File: config.mk
export PLATFORM = sky130hd
export DESIGN_NAME = fetch_stage
export DESIGN_NICKNAME = d
export VERILOG_FILES = /design/src/rtl/cpu_types_pkg.sv /design/src/rtl/pipe_types_pkg.sv /design/src/rtl/fetch_stats_ctr.sv /design/src/rtl/fetch_stage.sv
export SDC_FILE = /design/constraint.sdc
export NUM_CORES = 1
export LEC_CHECK = 0
export BUFFER_PORTS_ARGS = -buffer_cell sky130_fd_sc_hd__buf_2
export CAP_MARGIN = 20
export CORE_MARGIN = 2
export CORE_UTILIZATION = 45
export CTS_BUF_LIST = sky130_fd_sc_hd__clkbuf_4
export DETAILED_ROUTE_END_ITERATION = 7
export GPL_ROUTABILITY_DRIVEN = 0
export GPL_TIMING_DRIVEN = 0
export PLACE_DENSITY = 0.7
export REMOVE_ABC_BUFFERS = 1
export SLEW_MARGIN = 20
export SYNTH_ARGS = -nofsm -noshare
export SYNTH_HDL_FRONTEND = slang
export SYNTH_SLANG_ARGS = --single-unit
File: constraint.sdc
create_clock -name CLK -period 2.38 [get_ports CLK]
set_input_delay 0.357 -clock CLK [delete_from_list [all_inputs] [get_ports CLK]]
set_output_delay 0.357 -clock CLK [all_outputs]
set_load 0.02 [all_outputs]
File: src/rtl/cpu_types_pkg.sv
// rtl/cpu_types_pkg.sv - machine word type and shared instruction constants
package cpu_types_pkg;
    localparam int unsigned WBITS = 32;
    typedef logic [WBITS-1:0] word_t;
    localparam word_t NOP_INSTR = 32'h0000_0000;
endpackage

File: src/rtl/pipe_types_pkg.sv
// rtl/pipe_types_pkg.sv - IF/ID latch layout and fetch state encoding
package pipe_types_pkg;
    import cpu_types_pkg::*;

    typedef struct packed {
        logic  valid;
        word_t instr;
        word_t pc;
        word_t npc;
    } ifid_t;

    typedef enum logic [1:0] {
        FETCH         = 2'd0,
        REDIRECT_WAIT = 2'd1,
        HALTED        = 2'd2
    } fetch_state_t;
endpackage

File: src/rtl/fetch_stats_ctr.sv
// rtl/fetch_stats_ctr.sv - saturating event counter, holds at all-ones
module fetch_stats_ctr #(
    parameter int unsigned W = 32
) (
    input  logic         clk_i,
    input  logic         rst_ni,
    input  logic         inc_i,
    output logic [W-1:0] count_o
);
    logic [W-1:0] count_q, count_d;

    always_comb begin
        count_d = count_q;
        if (inc_i && (count_q != {W{1'b1}})) begin
            count_d = count_q + 1'b1;
        end
    end

    always_ff @(posedge clk_i) begin
        if (!rst_ni) begin
            count_q <= '0;
        end else begin
            count_q <= count_d;
        end
    end

    assign count_o = count_q;
endmodule

File: src/rtl/fetch_stage.sv
// rtl/fetch_stage.sv - PC owner, imem request driver and IF/ID latch
// Optional build macro FETCH_STATS_EN adds stall/flush counters.
module fetch_stage
    import cpu_types_pkg::*;
    import pipe_types_pkg::*;
#(
    parameter word_t PC_INIT      = 32'h0000_0000,
    parameter word_t NOP_INSTR_P  = NOP_INSTR
) (
    input  logic  CLK,
    input  logic  nRST,
    input  logic  ihit,
    input  word_t imemload,
    output logic  imemREN,
    output word_t imemaddr,
    input  logic  ifid_stall,
    input  logic  flushed,
    input  word_t redirect_pc,
    input  logic  halt,
    output logic  ifid_valid,
    output word_t ifid_instr,
    output word_t ifid_pc,
    output word_t ifid_npc,
    output word_t stall_cycles,
    output word_t flush_count
);
    fetch_state_t state_q, state_d;
    word_t        pc_q, pc_d;
    word_t        pend_pc_q, pend_pc_d;
    ifid_t        ifid_q, ifid_d;
    ifid_t        bubble;

    // A bubble keeps the old pc/npc; only valid and the instruction word change.
    always_comb begin
        bubble       = ifid_q;
        bubble.valid = 1'b0;
        bubble.instr = NOP_INSTR_P;
    end

    always_comb begin
        state_d   = state_q;
        pc_d      = pc_q;
        pend_pc_d = pend_pc_q;
        ifid_d    = ifid_q;
        unique case (state_q)
            FETCH: begin
                if (halt) begin
                    state_d = HALTED;
                    ifid_d  = bubble;
                end else if (flushed) begin
                    ifid_d = bubble;
                    if (ihit) begin
                        pc_d = redirect_pc;
                    end else begin
                        pend_pc_d = redirect_pc;
                        state_d   = REDIRECT_WAIT;
                    end
                end else if (ifid_stall) begin
                    ifid_d = ifid_q;
                end else if (ihit) begin
                    ifid_d = '{valid: 1'b1, instr: imemload, pc: pc_q, npc: pc_q + 32'd4};
                    pc_d   = pc_q + 32'd4;
                end else begin
                    ifid_d = bubble;
                end
            end
            REDIRECT_WAIT: begin
                ifid_d = bubble;
                if (halt) begin
                    state_d = HALTED;
                end else if (flushed && ihit) begin
                    pc_d    = redirect_pc;
                    state_d = FETCH;
                end else if (flushed) begin
                    pend_pc_d = redirect_pc;
                end else if (ihit) begin
                    pc_d    = pend_pc_q;
                    state_d = FETCH;
                end
            end
            default: begin
                ifid_d = bubble;
            end
        endcase
    end

    always_ff @(posedge CLK) begin
        if (!nRST) begin
            state_q   <= FETCH;
            pc_q      <= PC_INIT;
            pend_pc_q <= '0;
            ifid_q    <= '{valid: 1'b0, instr: NOP_INSTR_P, pc: '0, npc: '0};
        end else begin
            state_q   <= state_d;
            pc_q      <= pc_d;
            pend_pc_q <= pend_pc_d;
            ifid_q    <= ifid_d;
        end
    end

    assign imemREN    = (state_q != HALTED);
    assign imemaddr   = pc_q;
    assign ifid_valid = ifid_q.valid;
    assign ifid_instr = ifid_q.instr;
    assign ifid_pc    = ifid_q.pc;
    assign ifid_npc   = ifid_q.npc;

`ifdef FETCH_STATS_EN
    logic stall_inc, flush_inc;
    assign stall_inc = (state_q == FETCH) && ifid_stall && !flushed;
    assign flush_inc = (state_q != HALTED) && flushed;

    fetch_stats_ctr #(.W(WBITS)) u_stall_ctr (
        .clk_i   (CLK),
        .rst_ni  (nRST),
        .inc_i   (stall_inc),
        .count_o (stall_cycles)
    );

    fetch_stats_ctr #(.W(WBITS)) u_flush_ctr (
        .clk_i   (CLK),
        .rst_ni  (nRST),
        .inc_i   (flush_inc),
        .count_o (flush_count)
    );
`else
    assign stall_cycles = '0;
    assign flush_count  = '0;
`endif
endmodule

---- Word-level counts from Yosys, hierarchy flattened ----
Cells that the tools add are included.
storage, ports and cells
  register bits ........................... 163
  input port bits ......................... 70
  output and inout bits ................... 194
  logic and storage cells ................. 64
operators by class
  add/sub/neg operators ................... 1
  equality and inequality tests ........... 17
  multiplexer cells ....................... 26
  bitwise gates (word level) .............. 5
  reduce and logical (&&, ||, !) cells .... 8
operators by type and width
  kind                   number
  $mux 32                15
  $pmux 32 s2            2
  $mux 97                1
  $add 32x3->32 const B  1
  $ne 3x3->1 const B     7
  $mux 2                 7
  $ne 2x2->1 const B     7
  $reduce_and 5->1       2
  $ne 4x4->1 const B     2
  $reduce_and 8->1       1
  $reduce_and 7->1       1
  $not 1->1              5
  $pmux 2 s2             1
  $reduce_or 4->1        1
  $eq 2x1->1 const B     1
  $logic_not 2->1        1
  $reduce_bool 2->1      1
  $logic_and 1x1->1      1

---- Longest topological paths before layout ----
  depth in word-level cells ............... 6
  gate-level depth with buffers ........... 9
  depth with buffers taken out ............ 6

---- Least setup slack after synthesis ----
Ideal clock, no wire load.
  path kind ............................... register to register
  start ................................... register pc_q[2], in the netlist imemaddr[2]
  end ..................................... register pc_q[30], in the netlist imemaddr[30]
  setup time .............................. 0.120 ns
  arrival time ............................ 1.936 ns
  data required time ...................... 2.260 ns
  slack ................................... 0.324 ns
  stages on the path, launching flop included .. 7
  path buffers ............................ 0
  clock period less this slack ............ 2.056 ns
  path through ............................ dfxtp_1 -> ha_1 -> nand4_1 -> nor3_2 -> nand4_1 -> and3_1 -> o31a_1
on the way
  cells in the longest elaborated chain, start to end .. 6
RTL lines
  what                    line               source
  start, declared         fetch_stage.sv:28  word_t pc_q, pc_d;
  start signal, assigned  fetch_stage.sv:95  pc_q <= pc_d;
  $add 32x3->32           fetch_stage.sv:62  pc_d = pc_q + 32'd4;
  $mux 32                 fetch_stage.sv:60  end else if (ihit) begin
  $mux 32                 fetch_stage.sv:58  end else if (ifid_stall) begin
  $mux 32                 fetch_stage.sv:50  end else if (flushed) begin
  $mux 32                 fetch_stage.sv:47  if (halt) begin
  $pmux 32 s2             fetch_stage.sv:45  unique case (state_q)
No other way between the ends. The select of a mux whose other input is x is not followed.
A chain may end at the register's enable or synchronous reset.

---- Worst setup path after layout ----
  start ................................... register state_q[1]
  end ..................................... register pc_q[21], in the netlist imemaddr[21]
on the way
  cells in the longest elaborated chain, start to end .. 3
RTL lines
  what                                                  line               source
  start, declared                                       fetch_stage.sv:27  fetch_state_t state_q, state_d;
  start signal, assigned                                fetch_stage.sv:94  state_q <= state_d;
  $eq 2x1->1 / $logic_not 2->1 (equally long branches)  fetch_stage.sv:45
  $ne 3x3->1 (no source line) (tied with other cells)   n/a
  $reduce_and 8->1 (no source line)                     n/a
Several ways; a longest one is shown, not always the timed one.

==> results.ini <==
[run_status]
status=finished, final reports clean

[timing]
clock.fmax_ghz=0.438
fin_crit_sh_pct=95.9
fin_ws_ns=0.0981
fin_worst_skew_ns=0.0221
setup_viol=0
final_max_slew_viol_count=0
fin_setup_tns_ns=0
max-slew-margin-rel_pct=45.5
tightest_slew_ns=0.818
hold_viol=0
fin_crit_ns=2.28

[global_routing]
antenna_found_initial=2
met2_usage_pct=39.1
use_met1_pct=30.7
grt-ovfl-total=0
grt_usage_pct=23.7
first_global_vias=6300
busiest_layer=met2
use_met3_pct=6.31
grt_max_degree=59
grt_pass1_wl_um=33300

[clock_tree]
clk_latency_ns=0.57
clkTransAtPathRegs_ns=0.13
cts.sinks=161
root_buffer=clkbuf_4
cts_max_level=4
cts.path.max_buffers=2
cts_tree=built
cts_buffers=17

[critical_path]
r2r-start=state_q[1]
cp_max_fo=55
ff2ff_setup_slack_ns=0.1
crit_arrival_ns=2.75
r2r_cells=6
end_kind=register
r2r_end=imemaddr[21]
worst_ep_required_time_ns=2.85
path_class=register to register
cp-start-kind=register

[final_layout]
area_growth_pct=23.9
nets=1180
layout_common_cells=buf_2 (199), dfxtp_1 (160), nand2_1 (159), a21oi_1 (86), nor2_1 (75)
fillers=1478
final_common_cell=buf_2
drive_gt1_share_pct=24.0

[yosys]
synth_edf_count=0
ys_seq_area_share_pct=43.9
synth_top_cell_area_share_pct=43.9
async_reset_ff_share_pct=0
synth_ff_type=dfxtp_1
synth_area_leaders=dfxtp_1 (44%), nand2_1 (8.2%), buf_4 (6.9%)
yosysTopAreaCell=dfxtp_1
syn_area_um2=7350
ys_warn_count=0
yosys.cell_types.count=61
synth-seq-cells=161
netlist_instances=899
avgSynthCellArea_um2=8.18

[power_and_ir_drop]
powerDensity_nw_per_um2=558
vdd_ir_drop_max_v=0.000302
p_total_uw=5080
p_leak_uw=0.00381

[floorplan]
initial_core_util_pct=46.1
core_um2=15900
die_h_um=132
io-pin-count=264
die-area_um2=17400
rows=46
die-width_um=132

[route]
vias_per_cell=5.26
ant_nets=0
drt_iter0_markers=579
drc=0
wl_um=21700
dr.pass1.iters=5
vias=7026
wl_per_cell_um=16.2

[worst_hold_path]
hold_class=input port to register
hold_depth=3
hold_end=ifid_instr[26]
worstHoldStart=imemload[26]

[placement]
portBuffers=199
dp_slack_ns=-0.205
hpwl_um=13900

[run]
drv_cap=0

power breakdown:
group	switching [µW]	internal, µW	total, µW
registers	75.9	2760	2830
clock network	917	627	1540
logic	447	256	702
total	1440	3640	5080
cell families after synthesis:
group / Yosys count / synth area share [%]
simple gates: 326 / 20.3
compound gates: 238 / 21.0
flops: 161 / 43.9
buf+inv: 143 / 11.2
xor+xnor: 26 / 3.10
mux: 3 / 0.409
fa+ha+maj: 1 / 0.170
other cells: 1 / 0.0510
worst max-delay path by stage:
stage	slack, ns	endpoint	depth (start not counted)	from
5_1_grt	-0.04	imemaddr[21]	6	state_q[1]
3_3_place_gp	-3.55	imemaddr[22]	6	ifid_stall
2_1_floorplan	-1.42	imemaddr[22]	5	ihit
3_5_place_dp	-0.20	imemaddr[29]	7	ifid_stall
6_report	0.1	imemaddr[21]	6	state_q[1]
4_1_cts	0.002	imemaddr[30]	6	imemaddr[2]
worst max-delay path, stage by stage (launching register included):
cell and delay, ns:
dfxtp_1 0.45, nor4_4 0.59, and2_4 0.48, buf_12 0.28
nand2_1 0.11, mux2i_1 0.20, nor3_1 0.07
sequential cells by signal, indices dropped and copies added (netlist names):
signal,flops
pend_pc_q,32
ifid_valid,1
state_q,2
ifid_pc,32
ifid_npc,30
ifid_instr,32
imemaddr,32
cells in the mapped netlist, types with 2 or more instances:
cell and number:
o211ai_1 6, buf_2 22, a31oi_1 6, nand2_1 160
o21a_1 4, a22oi_1 39, xnor2_1 14, o221ai_1 3
nor2_1 77, o31a_1 3, nor3_2 4, a221oi_1 5
nor3_1 13, a222oi_1 4, o22ai_1 3, and3_1 6
and2_1 4, o211a_1 4, clkbuf_1 48, nand3b_1 2
a221o_1 2, nand2b_1 5, and4_1 5, or3_1 4
nor4_1 6, inv_1 4, nand4_1 11, mux2i_1 3
nand3_1 17, a22o_1 5, nor2b_1 3, a21oi_1 87
dfxtp_1 161, o21ai_0 34, a311oi_1 2, xor2_1 12
buf_4 68, a2bb2oi_1 4, a211oi_1 17
per-layer routing:
layer / share of wire, % / vias to the layer above / wire [µm]
li1: - / 3421 / -
met1: 44 / 3307 / 9570
met2: 48 / 275 / 10400
met3: 6.9 / 21 / 1500
met4: 1.2 / 2 / 258
met5: 0.051 / - / 11
per-stage QoR:
step	hold WS (ns)	std cells	instance area (µm²)	utilization, %
finish	0.0280	1336	9110	57.1
global route	0.00325	1335	9100	57.1
CTS	0.000373	1328	9040	56.7
detailed placement	0.445	1250	8290	52.0
global placement	0.438	1239	8050	50.5
floorplan	0.432	824	6790	-
final cells by class:
cell class	count	area, µm²	area share (%)
well taps	216	270	2.97
diodes	2	5.00	0.0550
clock buffers	20	150	1.65
clock inverters	8	91.3	1.00
inverters	5	21.3	0.234
flip-flops and latches	161	3220	35.4
multi-input cells	659	3630	39.8
repair buffers	265	1720	18.8
timing repair:
action | 4_1_cts | 5_1_grt
setup buffers | 0 | 5
gates cloned | 0 | 1
endpoints found under the setup margin | 6 | 10
pin swaps | 0 | 3
endpoints found under the hold margin | 50 | 0
hold buffers | 50 | 0
resized for setup | 2 | 4
No activity file was read; power rests on OpenSTA's default activity.
